`config.mk`:
```
export PLATFORM = sky130hd
export DESIGN_NAME = fifo_depth16_sync
export DESIGN_NICKNAME = d
export VERILOG_FILES = /design/src/rtl/fifo_mux_16_1.sv /design/src/rtl/fifo_depth16_sync.sv
export SDC_FILE = /design/constraint.sdc
export NUM_CORES = 2
export LEC_CHECK = 0
export CORE_MARGIN = 2
export CORE_UTILIZATION = 40
export DETAILED_ROUTE_END_ITERATION = 6
export PLACE_DENSITY_LB_ADDON = 0.2
export REMOVE_ABC_BUFFERS = 1
export SLEW_MARGIN = 20
export SYNTH_ARGS = -nofsm -noshare
export SYNTH_HDL_FRONTEND = slang
export SYNTH_SLANG_ARGS = --single-unit
```
`constraint.sdc`:
```
create_clock -name clk -period 3.1 [get_ports clk]
set_input_delay 0.93 -clock clk [delete_from_list [all_inputs] [get_ports clk]]
set_output_delay 0.93 -clock clk [all_outputs]
set_load 0.01 [all_outputs]
```
`src/rtl/fifo_mux_16_1.sv`:
```
// 16:1 read-port mux for the FIFO: picks one stored SIMD row by index.
module fifo_mux_16_1 #(
    parameter int bw   = 8,
    parameter int simd = 8
) (
    input  logic [simd*bw-1:0] in0,
    input  logic [simd*bw-1:0] in1,
    input  logic [simd*bw-1:0] in2,
    input  logic [simd*bw-1:0] in3,
    input  logic [simd*bw-1:0] in4,
    input  logic [simd*bw-1:0] in5,
    input  logic [simd*bw-1:0] in6,
    input  logic [simd*bw-1:0] in7,
    input  logic [simd*bw-1:0] in8,
    input  logic [simd*bw-1:0] in9,
    input  logic [simd*bw-1:0] in10,
    input  logic [simd*bw-1:0] in11,
    input  logic [simd*bw-1:0] in12,
    input  logic [simd*bw-1:0] in13,
    input  logic [simd*bw-1:0] in14,
    input  logic [simd*bw-1:0] in15,
    input  logic [3:0]         sel,
    output logic [simd*bw-1:0] out
);

    // Pure combinational select; every sel value maps to a word.
    always_comb begin
        out = '0;
        case (sel)
            4'd0:    out = in0;
            4'd1:    out = in1;
            4'd2:    out = in2;
            4'd3:    out = in3;
            4'd4:    out = in4;
            4'd5:    out = in5;
            4'd6:    out = in6;
            4'd7:    out = in7;
            4'd8:    out = in8;
            4'd9:    out = in9;
            4'd10:   out = in10;
            4'd11:   out = in11;
            4'd12:   out = in12;
            4'd13:   out = in13;
            4'd14:   out = in14;
            default: out = in15;
        endcase
    end

endmodule

```
`src/rtl/fifo_depth16_sync.sv`:
```
// 16-entry single-clock FWFT FIFO of SIMD rows. out always shows the head
// entry straight from storage; flags derive from the registered pointers.
module fifo_depth16_sync #(
    parameter int bw   = 8,
    parameter int simd = 8
) (
    input  logic                clk,
    input  logic                reset,
    input  logic                wr,
    input  logic [simd*bw-1:0]  in,
    input  logic                rd,
    output logic [simd*bw-1:0]  out,
    output logic                o_full,
    output logic                o_empty,
    output logic [4:0]          o_count,
    output logic                o_overflow,
    output logic                o_underflow
);

    localparam int W     = simd * bw;
    localparam int PTR_W = 5;

    logic [PTR_W-1:0]  wr_ptr, rd_ptr;
    logic              wr_acc, rd_acc;
    logic [15:0][W-1:0] q;

    // Pointer bit 4 is the wrap bit; equal index with differing wrap means full.
    assign o_empty = (wr_ptr == rd_ptr);
    assign o_full  = (wr_ptr[3:0] == rd_ptr[3:0]) && (wr_ptr[4] != rd_ptr[4]);
    assign o_count = wr_ptr - rd_ptr;

    // Requests are judged against pre-edge state; a write into an empty FIFO
    // does not satisfy a simultaneous read (no bypass).
    assign wr_acc = wr & ~o_full;
    assign rd_acc = rd & ~o_empty;

    // Pointer advance and sticky error flags; reset discards everything.
    always_ff @(posedge clk) begin
        if (reset) begin
            wr_ptr      <= '0;
            rd_ptr      <= '0;
            o_overflow  <= 1'b0;
            o_underflow <= 1'b0;
        end else begin
            if (wr_acc) wr_ptr <= wr_ptr + 1'b1;
            if (rd_acc) rd_ptr <= rd_ptr + 1'b1;
            if (wr && o_full)  o_overflow  <= 1'b1;
            if (rd && o_empty) o_underflow <= 1'b1;
        end
    end

    // One register per entry, each enabled by the decoded write index.
    for (genvar i = 0; i < 16; i++) begin : g_word
        always_ff @(posedge clk) begin
            if (reset)
                q[i] <= '0;
            else if (wr_acc && (wr_ptr[3:0] == 4'(i)))
                q[i] <= in;
        end
    end

    fifo_mux_16_1 #(.bw(bw), .simd(simd)) u_mux (
        .in0 (q[0]),  .in1 (q[1]),  .in2 (q[2]),  .in3 (q[3]),
        .in4 (q[4]),  .in5 (q[5]),  .in6 (q[6]),  .in7 (q[7]),
        .in8 (q[8]),  .in9 (q[9]),  .in10(q[10]), .in11(q[11]),
        .in12(q[12]), .in13(q[13]), .in14(q[14]), .in15(q[15]),
        .sel (rd_ptr[3:0]),
        .out (out)
    );

endmodule

```
# Word level (Yosys, flattened, before mapping)
# Index checks and enable logic that the tools add are counted.
totals:
  wordCells: 81
  in_bits: 68
  output_inout_bits: 73
  register_bits: 1036
op_classes:
  n_reduce_logical: 21
  n_eq_ne: 32
  bitwise: 4
  n_addsub: 3
  n_mux: 1
op_table:
  columns: ["op", "n"]
  rows:
  - ["$pmux W64 S15", 1]
  - ["$eq A4 B4 Y1 const B", 15]
  - ["$eq A4 B3 Y1 const B", 8]
  - ["$logic_and A1 B1 Y1", 19]
  - ["$eq A4 B2 Y1 const B", 4]
  - ["$add A5 B1 Y5 const B", 2]
  - ["$eq A4 B1 Y1 const B", 2]
  - ["$logic_not A4 Y1", 2]
  - ["$eq A5 B5 Y1", 1]
  - ["$sub A5 B5 Y5", 1]
  - ["$eq A4 B4 Y1", 1]
  - ["$and A1 B1 Y1", 2]
  - ["$not A1 Y1", 2]
  - ["$ne A1 B1 Y1", 1]

# Depth between registers and ports, before layout
depth:
  word_depth: 5
  mapped_depth: 11
  ltp_nobuf: 7

# Cells and area by module
# A second synthesis with hierarchy kept.
hier_totals:
  hier_cells: 5830
  area_unflattened_um2: 45572.5
modules_own_cells:
  columns: ["module", "cells_each", "instances", "area_each_um2"]
  rows:
  - ["fifo_depth16_sync", 4673, 1, 37424.6]
  - ["fifo_mux_16_1", 1157, 1, 8147.8]

# Least setup slack after synthesis
# OpenSTA, ideal clock, no wires.
synth_path:
  path_type: "register -> output"
  startpoint: "register rd_ptr[1]"
  endpoint: "output port out[61]"
  n_path_buf: 4
  stages_incl_launch_ff: 11
  required_ns: 2.170
  arrival_ns: 2.041
  setup_slack_ns: 0.129
  path_cell_list: "dfxtp_1 inv_1 ha_1 clkbuf_1 clkbuf_1 buf_2 buf_1 nand3_1 o21ai_0 a21oi_1 a31oi_1"
synth_between:
  elab_chain_len: 2
synth_rtl:
  columns: ["element", "line", "source"]
  rows:
  - ["start, declared", "fifo_depth16_sync.sv:23", "logic [PTR_W-1:0] wr_ptr, rd_ptr;"]
  - ["start signal, assigned", "fifo_depth16_sync.sv:46", "if (rd_acc) rd_ptr <= rd_ptr + 1'b1;"]
  - ["$eq A4 B4 Y1 (tied with other cells)", "fifo_mux_16_1.sv:29", "case (sel)"]
  - ["$pmux W64 S15 *", "fifo_mux_16_1.sv:29", null]
  - ["end, declared", "fifo_depth16_sync.sv:12", "output logic [simd*bw-1:0] out,"]
# Every way passes the cells marked *; elsewhere a longest branch is shown, timed or not.

# Worst setup path after layout
layout_path:
  startpoint: "register rd_ptr[0]"
  endpoint: "output port out[51]"
# The elaborated chain is that of the path after synthesis.

==> flow_metrics.env <==
export IMPL_crit_end="out[51]"
export IMPL_grt_pass1_vias=41313
export IMPL_hold_viol_final=0
export IMPL_netlist_area_leader_share_pct=45.1
export IMPL_rows=124
export IMPL_max_vdd_ir_drop_mv=0.475
export IMPL_start_util_pct=40.3
export IMPL_synth_edf_count=0
export IMPL_holdBufCountCts=0
export IMPL_ys_seq_elements=1036
export IMPL_synthArstFlopShare_pct=0
export IMPL_cts_reportedPaths_clkPinSlew_ps=70
export IMPL_seqPwrFrac_pct=38.4
export IMPL_ys_warn_count=0
export IMPL_dp_slack_ps=-770
export IMPL_synthToLayoutAreaGrowth_pct=24.0
export IMPL_final_net_count=6083
export IMPL_power_internal_w=0.0252
export IMPL_cap_violations=0
export IMPL_numCtsBuffers=112
export IMPL_max_freq_mhz=246
export IMPL_arrival_ps=3140
export IMPL_root_buffer="clkbuf_16"
export IMPL_overflow=0
export IMPL_stdcell_area_um2=57100
export IMPL_sw_frac_of_total_pct=28.6
export IMPL_rr_endpoint="q[193]$_SDFFE_PP0P_"
export IMPL_r2r_cells=13
export IMPL_cp_start_kind="register"
export IMPL_worst_slack_ps=-971
export IMPL_drive_above_1_share_pct=18.6
export IMPL_drtIter0Drc=4406
export IMPL_cts_tree="built"
export IMPL_drt_pass1_iterations=7
export IMPL_clkSinkCount=1036
export IMPL_ios=141
export IMPL_crit_type="reg2out"
export IMPL_num_vias=43575
export IMPL_clk_latency_ps=700
export IMPL_min_path_cells=2
export IMPL_status="finished, violations left"
export IMPL_portBuffers=140
export IMPL_end_kind="output pin"
export IMPL_dieArea_um2=118000
export IMPL_critPathMostFrequentCell="buf_6"
export IMPL_crit_start="rd_ptr[0]$_SDFFE_PP0P_"
export IMPL_rsz0062_at_grt="true"
export IMPL_synth_distinct_cells=64
export IMPL_grt_max_degree=123
export IMPL_yosys_cell_count_top_type="nand2_1"
export IMPL_syn_area_um2=46000
export IMPL_viasPerCell=5.73
export IMPL_syn_inst=5963
export IMPL_die_h_um=343
export IMPL_crit_chain="buf_6 > ha_4 > buf_8 > buf_6 > or4_4 > buf_12 > buf_16 > buf_8 > buf_6 > buf_6 > nor2_4 > a31oi_4 > buf_6"
export IMPL_final_min_clock_period_ps=4070
export IMPL_fin_skew_ps=28.2
export IMPL_syn_avg_cell_area_um2=7.72
export IMPL_r2r_slack_ps=200
export IMPL_synthFlopType="dfxtp_1"
export IMPL_synthTopCellsByCount="nand2_1, dfxtp_1, a21oi_1"
export IMPL_yosysSeqAreaShare_pct=45.1
export IMPL_setup_violations=70
export IMPL_crit_family="buffers and inverters"
export IMPL_powerDensity_nw_per_um2=618
export IMPL_violations="DRC, setup timing"
export IMPL_die_x_um=343
export IMPL_r2r_start="rd_ptr[0]$_SDFFE_PP0P_"
export IMPL_yosys_top_cells_area="dfxtp_1, nand2_1, a21oi_1"
export IMPL_hp_class="reg2reg"
export IMPL_tightestPinTransition_ps=818
export IMPL_core_area_um2=114000
export IMPL_antenna_found_initial=3
export IMPL_maxSlewViolCount=0
export IMPL_placed_cell_area_um2=50100
export IMPL_worst_path_buf_inv=9
export IMPL_slowest_stage="or4_4"
export IMPL_clockPowerShare_pct=39.9
export IMPL_leakage_nw=18.2
export IMPL_cts_htree_levels=3
export IMPL_cts_path_max_buffers=3
export IMPL_place_gp_congestion=0.829
export IMPL_yosysTopAreaCell="dfxtp_1"
export IMPL_drc_errors=5
export IMPL_grt_pass1_wl_um=258000
export IMPL_combPwrFrac_pct=21.7
export IMPL_cp_depth=13
export IMPL_power_switching_w=0.0101
export IMPL_cp_data_required_time_ps=2170
export IMPL_grt_util_all_layers_pct=28.0
export IMPL_dp_hpwl_um=97500
export IMPL_postRouteAntennaNets=0
export IMPL_wire_per_inst_um=22.6
export IMPL_critical_path_max_stage_delay_ps=600
export IMPL_path_max_fanout=5
export IMPL_fin_crit_sh_pct=131
export IMPL_drt_wl_total_um=172000
export IMPL_relSlewSlack_pct=45.4
[area by class of cell]
type                            count  area [µm²]
Antenna cell                        2        5.00
Clock buffer                      171        3380
Clock inverter                     38         489
Fill cell                       10859       57100
Inverter                            8        42.5
Multi-Input combinational cell   4261       23500
Sequential cell                  1036       20800
Tap cell                         1512        1890
Timing Repair Buffer              583        7080
[worst min-delay path by stage]
| stage | from | to | slack [ps] |
|---|---|---|---|
| after floorplan | q[703]$_SDFFE_PP0P_ | q[703]$_SDFFE_PP0P_ | 430 |
| after global placement | q[951]$_SDFFE_PP0P_ | q[951]$_SDFFE_PP0P_ | 440 |
| after detailed placement | q[783]$_SDFFE_PP0P_ | q[783]$_SDFFE_PP0P_ | 450 |
| after CTS | q[783]$_SDFFE_PP0P_ | q[783]$_SDFFE_PP0P_ | 450 |
| after global routing | q[110]$_SDFFE_PP0P_ | q[110]$_SDFFE_PP0P_ | 470 |
| final | q[409]$_SDFFE_PP0P_ | q[409]$_SDFFE_PP0P_ | 450 |
[through the flow]
step	power [W]	hold slack [ps]	util [%]	TNS, ps	std cells
2_1_floorplan	0.0158	427	-	-	5305
3_3_place_gp	0.0195	441	43.8	-29810	7292
3_5_place_dp	0.0195	446	43.8	-29610	7292
4_1_cts	0.0347	454	49.2	-47780	7578
5_1_grt	0.0363	467	50.0	-57000	7609
6_report	0.0353	453	50.0	-51130	7611
[registers in the layout (all words and copies together), names as in the netlist]
signal and flops:
o_underflow 1, o_overflow 1, q 1024, rd_ptr 5, wr_ptr 5
[worst min-delay path, stage by stage (launching register included)]
cell and delay (ps):
dfxtp_1 310, nand2_1 50, a21oi_1 50
[metal layers]
layer,share of wire [%],GRT usage (%)
met3,6.5,3.27
met5,0,0
met2,47,46.7
met1,42,37.5
met4,3.7,9.96
[logic make-up after synthesis]
logic type / Yosys count / share of synthesized area [%]
AO/OA/AOI/OAI: 1757 / 24.6
XOR/XNOR: 12 / 0.285
adder cells (fa/ha/maj): 13 / 0.370
buffers and inverters: 666 / 8.00
flip-flops: 1036 / 45.1
multiplexers: 51 / 1.14
AND/OR/NAND/NOR: 2428 / 20.6
[repair_timing]
action,in CTS,in global routing
setup buffers,74,36
setup endpoints to repair,71,70
pin swaps,141,96
cloned,12,9
gates resized for setup,625,129
hold endpoints to repair,0,0
[power groups by stage]
stage               Combinational (W)  Clock [W]  Sequential (W)
finish                        0.00765     0.0141          0.0136
global route                  0.00798     0.0148          0.0136
CTS                           0.00691     0.0143          0.0135
detailed placement            0.00570          0          0.0138
global placement              0.00569          0          0.0138
floorplan                     0.00202          0          0.0138
[layout by cell type, fill, tap and decap left out, types with 68 or more instances in the layout]
cell             count
buf_4              208
a21oi_1            985
clkdlybuf4s50_1     68
dfxtp_1           1031
a21oi_2            158
clkbuf_16          123
buf_12             149
nand2_1           2131
nor2_1              76
nand3_1            113
a22oi_1             68
Note: power is estimated with default switching activity, not from simulation.
